**config.mk**
```make
export PLATFORM = sky130hd
export DESIGN_NAME = l2_mem_arbiter_fsm
export DESIGN_NICKNAME = d
export VERILOG_FILES = /design/src/rtl/l2_arb_pkg.sv /design/src/rtl/l2_mem_arbiter_fsm.sv
export SDC_FILE = /design/constraint.sdc
export NUM_CORES = 1
export LEC_CHECK = 0
export ABC_AREA = 1
export CAP_MARGIN = 20
export CORE_AREA = 2 2 544 546
export CTS_CLUSTER_DIAMETER = 80
export DETAILED_ROUTE_END_ITERATION = 10
export DIE_AREA = 0 0 546 548
export MAX_ROUTING_LAYER = met4
export PLACE_DENSITY = 0.3
export SYNTH_ARGS = -nofsm -noshare
export SYNTH_HDL_FRONTEND = slang
export SYNTH_SLANG_ARGS = --single-unit
```
**constraint.sdc**
```tcl
create_clock -name clk -period 1.9 [get_ports clk]
set_clock_uncertainty 0.05 [all_clocks]
set_input_delay 0.38 -clock clk [delete_from_list [all_inputs] [get_ports clk]]
set_output_delay 0.38 -clock clk [all_outputs]
set_load 0.05 [all_outputs]
```
**src/rtl/l2_arb_pkg.sv**
```systemverilog
// l2_arb_pkg: shared widths and state/op encodings for the L2 memory arbiter
package l2_arb_pkg;
  localparam int ADDR_W = 32;
  localparam int LINE_W = 256;
  typedef enum logic [1:0] {IDLE, SERVE_I, SERVE_D} arb_state_t;
  typedef enum logic [1:0] {OP_NONE, OP_READ, OP_WRITE} arb_op_t;
endpackage

```
**src/rtl/l2_mem_arbiter_fsm.sv**
```systemverilog
// l2_mem_arbiter_fsm: locks the single L2 port to the I- or D-cache miss path for one transaction
module l2_mem_arbiter_fsm
  import l2_arb_pkg::*;
#(
  parameter int STARVE_LIMIT = 4
) (
  input  logic              clk,
  input  logic              rst,
  input  logic [ADDR_W-1:0] pmem_addr_i,
  input  logic              pmem_read_i,
  input  logic [ADDR_W-1:0] pmem_addr_d,
  input  logic              pmem_read_d,
  input  logic              pmem_write_d,
  input  logic [LINE_W-1:0] pmem_wdata_d,
  input  logic              mem_resp_l2,
  input  logic [LINE_W-1:0] mem_rdata_l2,
  output logic              pmem_resp_i,
  output logic              pmem_resp_d,
  output logic [LINE_W-1:0] pmem_rdata_i,
  output logic [LINE_W-1:0] pmem_rdata_d,
  output logic              mem_read_l2,
  output logic              mem_write_l2,
  output logic [ADDR_W-1:0] mem_addr_l2,
  output logic [LINE_W-1:0] mem_wdata_l2
);
  localparam logic [3:0] LIMIT = 4'(STARVE_LIMIT);
  arb_state_t state, state_nxt;
  arb_op_t op_q, op_nxt;
  logic [ADDR_W-1:0] addr_q, addr_nxt;
  logic [LINE_W-1:0] wdata_q, wdata_nxt;
  logic [3:0] starve_cnt, starve_nxt;
  logic d_req, grant_d, grant_i, busy;
  always_ff @(posedge clk) begin
    if (rst) begin
      state      <= IDLE;
      op_q       <= OP_NONE;
      addr_q     <= '0;
      wdata_q    <= '0;
      starve_cnt <= '0;
    end else begin
      state      <= state_nxt;
      op_q       <= op_nxt;
      addr_q     <= addr_nxt;
      wdata_q    <= wdata_nxt;
      starve_cnt <= starve_nxt;
    end
  end
  // D wins unless I has been passed over LIMIT times; a simultaneous D write beats D read
  always_comb begin
    d_req      = pmem_read_d | pmem_write_d;
    busy       = state != IDLE;
    grant_d    = !busy && d_req && (!pmem_read_i || starve_cnt < LIMIT);
    grant_i    = !busy && !grant_d && pmem_read_i;
    state_nxt  = grant_d ? SERVE_D : grant_i ? SERVE_I : (busy && mem_resp_l2) ? IDLE : state;
    addr_nxt   = grant_d ? pmem_addr_d : grant_i ? pmem_addr_i : addr_q;
    op_nxt     = grant_d ? (pmem_write_d ? OP_WRITE : OP_READ) : grant_i ? OP_READ : op_q;
    wdata_nxt  = (grant_d && pmem_write_d) ? pmem_wdata_d : (grant_d || grant_i) ? '0 : wdata_q;
    starve_nxt = grant_i ? '0 : (grant_d && pmem_read_i && starve_cnt < LIMIT) ? starve_cnt + 4'd1 : starve_cnt;
  end
  always_comb begin
    mem_read_l2  = busy && op_q == OP_READ;
    mem_write_l2 = busy && op_q == OP_WRITE;
    mem_addr_l2  = busy ? addr_q : '0;
    mem_wdata_l2 = mem_write_l2 ? wdata_q : '0;
    pmem_resp_i  = state == SERVE_I && mem_resp_l2;
    pmem_resp_d  = state == SERVE_D && mem_resp_l2;
    pmem_rdata_i = mem_rdata_l2;
    pmem_rdata_d = mem_rdata_l2;
  end
endmodule
```
==> flow_metrics.py <==
metrics = {
    "setup_path": {
        "cp_slowest_cell": "dfxtp_2",
        "setup.worst_path.end_class": "primary output",
        "startpoint": "state[1]",
        "reg2reg_to": "addr_q[7]",
        "reg2reg_from": "state[0]",
        "crit_family": "buffers and inverters",
        "path_depth": 9,
        "reg2regPathDepth": 11,
        "ff2ff_setup_slack_ps": -80,
        "path_max_fanout": 12,
        "crit_chain": "inv_2 > nand2_4 > nand3_4 > buf_12 > buf_16 > clkbuf_16 > nor2_2 > buf_4 > buf_12",
        "slowest_delay_ps": 320,
        "cp_num_buf_inv": 6,
        "critPathCapture": "mem_wdata_l2[226]",
        "cp_data_required_time_ps": 1470,
        "arrival_ps": 2160,
        "cp_common_cell": "buf_12",
        "start_kind": "flop",
        "crit_type": "reg2out",
    },
    "floorplanning": {
        "design.die.area_um2": 299000,
        "core.rowCount": 199,
        "ios": 1386,
        "start_util_pct": 6.28,
        "die_w_um": 546,
        "coreArea_um2": 293000,
        "die_y_um": 548,
    },
    "power_and_ir_drop": {
        "power_frac_comb_pct": 23.9,
        "swShare_pct": 32.8,
        "p_leak_nw": 10.5,
        "powerDensity_nw_per_um2": 634,
        "clock_power_share_pct": 44.1,
        "internal_power_w": 0.0144,
        "p_sw_w": 0.00703,
        "power.share.sequential_pct": 32.1,
        "ir_drop_uv": 524,
        "total_power_w": 0.0214,
    },
    "global_route": {
        "grt_antenna_before_repair": 107,
        "track_usage_pct": 9.89,
        "grt_pass1_vias": 19200,
        "grt-ovfl-total": 0,
        "grt_pass1_wl_mm": 192,
        "grt_start_max_net_pins": 95,
    },
    "detailed_routing": {
        "viasPerCell": 2.75,
        "wl_mm": 150,
        "routed-wl-met3_mm": 22.4,
        "top_layer_used": "met4",
        "dr.first_iter.drc_count": 953,
        "vias": 18800,
        "met1_length_mm": 55.1,
        "drc_errors": 0,
        "wire_per_inst_um": 21.9,
        "drtAntennaViolNets": 0,
        "drt-pass1-iter-count": 5,
        "wl_met2_mm": 64.7,
    },
    "logic_synthesis": {
        "synth_area_per_cell_um2": 6.94,
        "syn_inst": 2651,
        "synth_seq_cells": 296,
        "synth.net_count": 3234,
        "yosys_warnings": 0,
        "ys_seq_area_share_pct": 32.2,
        "netlist_area_um2": 18400,
        "ys_types": 21,
    },
    "timing": {
        "report.final.slew_viol_count": 0,
        "slew_headroom_pct": 56.8,
        "finalCriticalPeriod_ps": 2590,
        "hold_viol": 0,
        "rsz0062_at_grt": "true",
        "finalWorstSetupSlack_ps": -694,
        "worstMarginPinSlew_ps": 649,
        "fmax_mhz": 385,
        "post-route-period-util_pct": 137,
        "setup_violations": 425,
    },
    "layout": {
        "fin_nets": 3410,
        "drive_above_1_share_pct": 30.4,
        "syn2layout_area_growth_pct": 83.8,
        "fin_util_pct": 11.5,
        "fill_cells": 33800,
    },
    "place": {
        "gp_congestion": 0.803,
        "dp_worst_setup_slack_ps": -349,
        "port_buffers": 617,
        "dp_hpwl_mm": 126,
    },
    "cts": {
        "cts_tree": "done",
        "clk_pin_slew_ps": 60,
        "cts_buffers": 47,
        "cts_buffer_depth": 3,
        "clock-root-buffer": "clkbuf_16",
        "clk_latency_ps": 650,
        "h-tree-depth": 2,
        "clock-sinks": 296,
    },
    "status": {
        "status": "finished, violations left",
        "violations": "negative setup slack",
    },
    "min_path": {
        "hold_path.class": "in2reg",
    },
    "job": {
        "cap_violations": 0,
    },
}
## power groups by stage
stage,Clock [W],Combinational (W),Sequential [W]
3_3_place_gp,0,0.00481,0.00700
5_1_grt,0.0101,0.00555,0.00691
3_5_place_dp,0,0.00481,0.00700
6_report,0.00944,0.00511,0.00687
2_1_floorplan,0,0.00515,0.00690
4_1_cts,0.00991,0.00504,0.00687
## timing repair
item,4_1_cts,5_1_grt
setup buffers,4,9
resized for setup,235,148
endpoints found under the setup margin,293,383
hold buffers,0,0
pin swaps,9,13
gates cloned,7,11
## worst min-delay path by stage
stage | from | to | cells past startpoint
after global routing | rst | wdata_q[44] | 3
after global placement | starve_cnt[1] | starve_cnt[1] | 2
after floorplan | starve_cnt[3] | starve_cnt[3] | 2
after detailed placement | starve_cnt[3] | starve_cnt[3] | 2
final | rst | wdata_q[43] | 3
after CTS | rst | wdata_q[38] | 3
## cells in the final DEF, fill, tap and decap left out, types with 44 or more instances in the layout
master,netlist,layout
clkbuf_16,0,57
buf_12,0,327
nor2_1,358,118
nor2_2,0,44
nor2_4,1,197
buf_4,533,155
inv_1,327,327
nand4_1,259,259
a21oi_1,294,294
nand3_1,293,292
clkdlybuf4s50_1,0,323
diode_2,0,66
dfxtp_1,296,294
## Yosys cell counts
master	instances	area share, %
buf_4	533	22
nand3_1	293	8.0
ha_1	1	0.068
buf_6	2	0.12
o21ai_2	2	0.095
buf_1	23	0.47
o21ai_1	23	0.63
nor2_1	358	7.3
buf_2	121	3.3
a21oi_1	294	8.0
inv_2	2	0.041
clkbuf_4	1	0.041
nor2_4	1	0.061
nand2_2	1	0.034
inv_1	327	6.7
nand4_1	259	8.8
nor3_1	3	0.082
nand2_1	42	0.86
o21ai_0	10	0.27
dfxtp_1	296	32
clkbuf_1	59	1.2
## per-stage QoR
| step | hold WS [ps] | TNS [ps] | instance area (µm²) | instances |
|---|---|---|---|---|
| final | 201 | -168120 | 33800 | 6850 |
| after global routing | 162 | -227620 | 33800 | 6847 |
| after detailed placement | 419 | -96290 | 29900 | 6674 |
| after CTS | 119 | -201070 | 32700 | 6768 |
| after floorplan | 386 | -22970 | 18700 | 2651 |
| after global placement | 402 | -86250 | 29900 | 6674 |
## state kept, by name, summed over array words and instances, names as in the netlist
signal and flops:
starve_cnt 4, op_q 2, state 2, wdata_q 256
addr_q 32
## tightest hold or removal path, cell delays in order
cell and delay (ps):
buf_8 140, buf_4 220, a21oi_1 110
## cell type report
type	count	area (µm²)	area share [%]
Timing Repair Buffer	866	12000	35.5
Antenna cell	66	165	0.489
Tap cell	3919	4900	14.5
Multi-Input combinational cell	1287	7920	23.4
Clock buffer	65	1330	3.95
Inverter	329	1230	3.65
Sequential cell	296	5930	17.5
Clock inverter	22	305	0.903
## layer usage
| metal | global-route usage (%) | up-vias |
|---|---|---|
| met4 | 4.82 | 0 |
| met5 | - | - |
| met3 | 6.65 | 417 |
| met2 | 14.6 | 1089 |
| met1 | 9.96 | 8701 |
| li1 | - | 8612 |
## kinds of logic (layout without fill, tap and decap cells)
group	Yosys count	after routing	synth area share, %
compound gates	329	329	8.99
other cells	0	66	0
fa+ha+maj	1	1	0.0680
flops	296	296	32.2
simple gates	957	957	25.1
buf+inv	1068	1282	33.6
(Power assumes the default switching activity.)
